[config.mk]
export PLATFORM = sky130hd
export DESIGN_NAME = pressure_sequencer_flat
export DESIGN_NICKNAME = d
export VERILOG_FILES = /design/src/rtl/pressure_sequencer_if.sv /design/src/rtl/pressure_sequencer.sv /design/src/flat_wrapper.sv
export SDC_FILE = /design/constraint.sdc
export NUM_CORES = 1
export LEC_CHECK = 0
export ABC_AREA = 1
export CORE_ASPECT_RATIO = 1.1
export CORE_MARGIN = 2
export CORE_UTILIZATION = 45
export CTS_CLUSTER_DIAMETER = 120
export DETAILED_ROUTE_END_ITERATION = 12
export PLACE_DENSITY = 0.68
export SLEW_MARGIN = 30
export SYNTH_ARGS = -nofsm -noshare
export SYNTH_HDL_FRONTEND = slang
export SYNTH_SLANG_ARGS = --single-unit
export TNS_END_PERCENT = 20
[constraint.sdc]
create_clock -name clk -period 2.4 [get_ports clk]
set_input_delay 0.36 -clock clk [delete_from_list [all_inputs] [get_ports clk]]
set_output_delay 0.36 -clock clk [all_outputs]
set_load 0.1 [all_outputs]
[src/rtl/pressure_sequencer_if.sv]
`default_nettype none
// ============================================================================
// Module   : pressure_sequencer_if
// Brief    : Operator/actuator bundle for the chamber pressure sequencer.
//            Suffixes are from the sequencer's point of view (_i in, _o out).
// Revision : 1.0 - initial release
// ============================================================================
interface pressure_sequencer_if #(
  parameter int LEVEL_W = 3
);
  logic               limit_i;
  logic               press_req_i;
  logic               vent_req_i;
  logic               door_open_i;
  logic               pump_on_o;
  logic               vent_on_o;
  logic               busy_o;
  logic               done_o;
  logic               fault_o;
  logic [LEVEL_W-1:0] level_o;

  // Operator/controller side: issues requests, observes status.
  modport master (
    output limit_i, press_req_i, vent_req_i, door_open_i,
    input  pump_on_o, vent_on_o, busy_o, done_o, fault_o, level_o
  );

  // Sequencer side.
  modport slave (
    input  limit_i, press_req_i, vent_req_i, door_open_i,
    output pump_on_o, vent_on_o, busy_o, done_o, fault_o, level_o
  );
endinterface
`default_nettype wire

[src/rtl/pressure_sequencer.sv]
`default_nettype none
// ============================================================================
// Module   : pressure_sequencer
// Brief    : Steps chamber pressure up (pump) or down (vent) one level every
//            STEP_CYCLES clocks, with a door interlock that aborts to FAULT.
// Revision : 1.0 - initial release
// ============================================================================
module pressure_sequencer #(
  parameter int STEP_CYCLES = 4,
  parameter int NORM_LEVEL  = 3,
  parameter int MAX_LEVEL   = 6,
  parameter int LEVEL_W     = 3
) (
  input  wire logic             clk,
  input  wire logic             rst,
  pressure_sequencer_if.slave   bus_if
);

  localparam int c_CNT_W = (STEP_CYCLES > 1) ? $clog2(STEP_CYCLES) : 1;

  localparam logic [1:0] c_IDLE  = 2'd0;
  localparam logic [1:0] c_PUMP  = 2'd1;
  localparam logic [1:0] c_VENT  = 2'd2;
  localparam logic [1:0] c_FAULT = 2'd3;

  localparam logic [c_CNT_W-1:0] c_CNT_LAST = c_CNT_W'(STEP_CYCLES - 1);
  localparam logic [LEVEL_W-1:0] c_NORM     = LEVEL_W'(NORM_LEVEL);
  localparam logic [LEVEL_W-1:0] c_MAX      = LEVEL_W'(MAX_LEVEL);
  localparam logic [LEVEL_W-1:0] c_ZERO     = '0;
  localparam logic [LEVEL_W-1:0] c_ONE      = LEVEL_W'(1);

  logic [1:0]         state_q,  state_d;
  logic [LEVEL_W-1:0] level_q,  level_d;
  logic [c_CNT_W-1:0] cnt_q,    cnt_d;
  logic [LEVEL_W-1:0] target_q, target_d;
  logic               done_q,   done_d;

  logic [LEVEL_W-1:0] w_sel_target;
  logic [LEVEL_W-1:0] w_level_up;
  logic               w_cnt_last;

  assign w_sel_target = bus_if.limit_i ? c_MAX : c_NORM;
  assign w_level_up   = level_q + c_ONE;
  assign w_cnt_last   = (cnt_q == c_CNT_LAST);

  // Next-state logic: request acceptance, level stepping and door interlock.
  always_comb begin
    state_d  = state_q;
    level_d  = level_q;
    cnt_d    = cnt_q;
    target_d = target_q;
    done_d   = 1'b0;
    case (state_q)
      c_IDLE: begin
        // Requests are only honoured with every door closed; vent wins ties.
        if (!bus_if.door_open_i) begin
          if (bus_if.vent_req_i) begin
            if (level_q == c_ZERO) begin
              done_d = 1'b1;
            end else begin
              state_d = c_VENT;
              cnt_d   = '0;
            end
          end else if (bus_if.press_req_i) begin
            // Already at or above the target: never vent down to reach it.
            if (level_q >= w_sel_target) begin
              done_d = 1'b1;
            end else begin
              state_d  = c_PUMP;
              cnt_d    = '0;
              target_d = w_sel_target;
            end
          end
        end
      end
      c_PUMP: begin
        if (bus_if.door_open_i) begin
          // Abort beats a same-cycle step: level stays where it is.
          state_d = c_FAULT;
          cnt_d   = '0;
        end else if (w_cnt_last) begin
          cnt_d = '0;
          if (level_q < c_MAX) begin
            level_d = w_level_up;
          end
          if ((w_level_up >= target_q) || (level_q >= c_MAX)) begin
            state_d = c_IDLE;
            done_d  = 1'b1;
          end
        end else begin
          cnt_d = cnt_q + c_CNT_W'(1);
        end
      end
      c_VENT: begin
        if (bus_if.door_open_i) begin
          state_d = c_FAULT;
          cnt_d   = '0;
        end else if (w_cnt_last) begin
          cnt_d = '0;
          if (level_q != c_ZERO) begin
            level_d = level_q - c_ONE;
          end
          if (level_q <= c_ONE) begin
            state_d = c_IDLE;
            done_d  = 1'b1;
          end
        end else begin
          cnt_d = cnt_q + c_CNT_W'(1);
        end
      end
      c_FAULT: begin
        // Only a vent with the door shut clears the fault; press is ignored.
        if (bus_if.vent_req_i && !bus_if.door_open_i) begin
          if (level_q == c_ZERO) begin
            state_d = c_IDLE;
            done_d  = 1'b1;
          end else begin
            state_d = c_VENT;
            cnt_d   = '0;
          end
        end
      end
      default: begin
        state_d = c_IDLE;
        cnt_d   = '0;
      end
    endcase
  end

  // State registers with immediate (asynchronous) reset.
  always_ff @(posedge clk or posedge rst) begin
    if (rst) begin
      state_q  <= c_IDLE;
      level_q  <= '0;
      cnt_q    <= '0;
      target_q <= '0;
      done_q   <= 1'b0;
    end else begin
      state_q  <= state_d;
      level_q  <= level_d;
      cnt_q    <= cnt_d;
      target_q <= target_d;
      done_q   <= done_d;
    end
  end

  assign bus_if.pump_on_o = (state_q == c_PUMP);
  assign bus_if.vent_on_o = (state_q == c_VENT);
  assign bus_if.busy_o    = (state_q == c_PUMP) || (state_q == c_VENT);
  assign bus_if.fault_o   = (state_q == c_FAULT);
  assign bus_if.done_o    = done_q;
  assign bus_if.level_o   = level_q;

endmodule
`default_nettype wire

[src/flat_wrapper.sv]
// flat-port wrapper written by rule: the top's interface ports become plain ports
module pressure_sequencer_flat 
#(
  parameter int STEP_CYCLES = 4,
  parameter int NORM_LEVEL  = 3,
  parameter int MAX_LEVEL   = 6,
  parameter int LEVEL_W     = 3
)
  (clk, rst, bus_if_limit_i, bus_if_press_req_i, bus_if_vent_req_i, bus_if_door_open_i, bus_if_pump_on_o, bus_if_vent_on_o, bus_if_busy_o, bus_if_done_o, bus_if_fault_o, bus_if_level_o);
  pressure_sequencer_if #(.LEVEL_W(LEVEL_W)) bus_if_i ();
  input  wire logic clk;
  input  wire logic rst;
  input wire logic [$bits(bus_if_i.limit_i)-1:0] bus_if_limit_i;
  input wire logic [$bits(bus_if_i.press_req_i)-1:0] bus_if_press_req_i;
  input wire logic [$bits(bus_if_i.vent_req_i)-1:0] bus_if_vent_req_i;
  input wire logic [$bits(bus_if_i.door_open_i)-1:0] bus_if_door_open_i;
  output wire logic [$bits(bus_if_i.pump_on_o)-1:0] bus_if_pump_on_o;
  output wire logic [$bits(bus_if_i.vent_on_o)-1:0] bus_if_vent_on_o;
  output wire logic [$bits(bus_if_i.busy_o)-1:0] bus_if_busy_o;
  output wire logic [$bits(bus_if_i.done_o)-1:0] bus_if_done_o;
  output wire logic [$bits(bus_if_i.fault_o)-1:0] bus_if_fault_o;
  output wire logic [$bits(bus_if_i.level_o)-1:0] bus_if_level_o;
  assign bus_if_i.limit_i = bus_if_limit_i;
  assign bus_if_i.press_req_i = bus_if_press_req_i;
  assign bus_if_i.vent_req_i = bus_if_vent_req_i;
  assign bus_if_i.door_open_i = bus_if_door_open_i;
  assign bus_if_pump_on_o = bus_if_i.pump_on_o;
  assign bus_if_vent_on_o = bus_if_i.vent_on_o;
  assign bus_if_busy_o = bus_if_i.busy_o;
  assign bus_if_done_o = bus_if_i.done_o;
  assign bus_if_fault_o = bus_if_i.fault_o;
  assign bus_if_level_o = bus_if_i.level_o;
  pressure_sequencer #(.STEP_CYCLES(STEP_CYCLES), .NORM_LEVEL(NORM_LEVEL), .MAX_LEVEL(MAX_LEVEL), .LEVEL_W(LEVEL_W)) u_core (.clk(clk), .rst(rst), .bus_if(bus_if_i));
endmodule
==> metrics.txt <==
full die area 2710 µm²; Reg area 278 µm²; CP endpoint kind register; post-synthesis sequential area ratio 26.4%; worst reg-to-reg path cell count 12; Sink Count 11; fillers ~220; Max Fclk around 500 MHz; Setup violations, final 0; post-CTS setup buffer count 0; cell row count 18; fin cells 188; Worst EP required roughly 2.6 ns; fin crit share 83.5%; H-Tree Level Count 1; area occupied by multi-input gates around 660 µm²; pin count of the biggest net entering global routing 13; Yosys cell types 28; Starting Density 46.7%; nets@finish 180; global-route wire length before repair 3550 µm; final setup TNS 0 ns; Die Wd 49.9 µm; DP Cell Count between 150 and 200; EDFF count, synth 0; largest cells by area after synthesis dfrtp_1, ha_1, nand2_1; crit path max fanout 8; first drt pass iteration count 4; CP startpoint u_core.bus_if.level_o[1]; DR WL met3 73 µm; Max Cap Violations 0; Synth top area share a little over a quarter; Primary FF master, synth dfrtp_1; relative slew slack 68.2%; Met1 Wirelength 1060 µm; crit path time final 2.00 ns; most common cell in the netlist nand2_1; CTS root buf clkbuf_4; Placeable Area 2230 µm²; Reg2Reg Setup Slack between 0.3 and 0.4 ns; initial antenna violation count 0; Post-CTS Hold Fix Bufs 0; vias per cell 5.05; worst reg2reg path startpoint u_core.bus_if.level_o[1]; worst min-delay path category input pin to asynchronous set/reset pin; dpl hpwl 1720 µm; via count 950; crit-path leading delay family simple AND/OR/NAND/NOR gates; status complete, no violations; Clock Path Buffers 2; vias in the first global route 813; synth cell count leaders nand2_1, inv_1, ha_1, nand3_1, dfrtp_1; GP Congestion 0.838; Top Ports 14; Worst Setup Path Type register to register; Critical Path Source Type register; Ys Warns 0; worst path cell trace ha_1 -> xnor2_1 -> inv_1 -> ha_1 -> nand2_1 -> nand2_1 -> nor2_1 -> nand4_1 -> nand2_2 -> nor2_2 -> nand2_1 -> nand2_1; Least-Margin Pin Slew 0.477 ns; Detailed Route WL 2240 µm; WP depth 12; worst setup path end u_core.state_q[1]; Clock Latency Late Sink about 0.28 ns; Max Slew Vio Count 0; area leader, netlist dfrtp_1; DR WL met2 around 1100 µm; Port Buffer Count 13; drc violations 0; CP bufs+invs 1; CP most frequent cell nand2_1; share of layout cells above drive strength 1 16.5%; Top Layer Used met4; syn_area_per_cell about 7.3 µm²; clock slew seen by the registers of the worst setup and hold paths 0.08 ns; synthesized net count 163; final hold violation count 0; crit-path max cell delay 0.48 ns; CTS tree built; Total GRT Usage 17.9%; RSZ-0062 raised after global routing false; post-CTS sizing 0; worst r2r dst u_core.state_q[1]; height of the die 54.4 µm; number of antenna diodes 0; Inserted Clock Buffers 3; CP Data Arrival Time 2.17 ns; asr flop ratio synth 100%; P&R area growth vs syn 16.1%; wire per inst 11.9 µm; post-synthesis register bit count 11; Syn Std Cell Area 1040 µm²; Post-Syn Instances 142; grt total ovfl 0; initial DRC count 24; CP max stage cell dfrtp_2; clock skew 0.0103 ns; antenna violation net count after detailed routing 0
cell families (layout without fill, tap and decap cells):
family          Yosys count  count (layout)  share of synthesized area [%]
fa+ha+maj                15              15                           18.0
flops                    11              11                           26.4
simple gates             67              67                           31.0
compound gates           20              20                           11.3
xor+xnor                  4               4                           3.37
buf+inv                  25              41                           9.85
flip-flops by register name, summed over array words and instances, names as in the netlist:
register and cells:
u_core.target_q 3, u_core.bus_if.level_o 3, u_core.state_q 2, u_core.cnt_q 2, u_core.bus_if.done_o 1
cells in the final DEF, fill, tap and decap left out, types with 2 or more instances in the layout:
cell / Yosys / routed
a21oi_1: 2 / 2
buf_4: 0 / 9
clkbuf_4: 0 / 3
clkdlybuf4s50_1: 0 / 5
dfrtp_1: 11 / 9
dfrtp_2: 0 / 2
ha_1: 15 / 15
inv_1: 22 / 22
nand2_1: 30 / 30
nand2_2: 2 / 2
nand3_1: 15 / 15
nor2_1: 9 / 9
nor2_2: 3 / 3
nor3_1: 2 / 2
o21ai_0: 9 / 9
o21ai_1: 2 / 2
o21bai_1: 3 / 3
xor2_1: 3 / 3
worst min path at each step:
stage / end / cells past startpoint / startpoint / slack (ns)
3_3_place_gp: u_core.target_q[1] / 1 / u_core.target_q[1] / 0.46
6_report: u_core.bus_if.done_o / 2 / rst / 0.39
3_5_place_dp: u_core.target_q[1] / 1 / u_core.target_q[1] / 0.47
2_1_floorplan: u_core.bus_if.done_o / 1 / rst / 0.21
5_1_grt: u_core.bus_if.level_o[2] / 2 / rst / 0.44
4_1_cts: u_core.bus_if.done_o / 2 / rst / 0.40
metrics by stage:
step | hold WS [ns] | instance area [µm²] | util (%) | worst slack, ns
3_3_place_gp | 0.461 | 1180 | 53.0 | 0.415
5_1_grt | 0.442 | 1210 | 54.2 | 0.182
4_1_cts | 0.401 | 1210 | 54.2 | 0.378
2_1_floorplan | 0.212 | 1040 | - | 0.0786
6_report | 0.395 | 1210 | 54.2 | 0.397
3_5_place_dp | 0.468 | 1180 | 53.0 | 0.389
metal layers:
metal / track usage, % / vias to the layer above
met1: 21.8 / 439
met4: 9.72 / 0
li1: - / 487
met2: 31.8 / 22
met3: 1.64 / 2
met5: 0 / -
cell type report:
| type | count | share of cell area [%] |
|---|---|---|
| Timing Repair Buffer | 14 | 9.73 |
| Inverter | 23 | 7.14 |
| Clock buffer | 4 | 2.17 |
| Multi-Input combinational cell | 106 | 54.9 |
| Sequential cell | 11 | 23.0 |
| Tap cell | 30 | 3.11 |
Power is left out: the tool's default activity adds up to more than one toggle a clock period on the data nets, which glitch-free logic cannot reach.
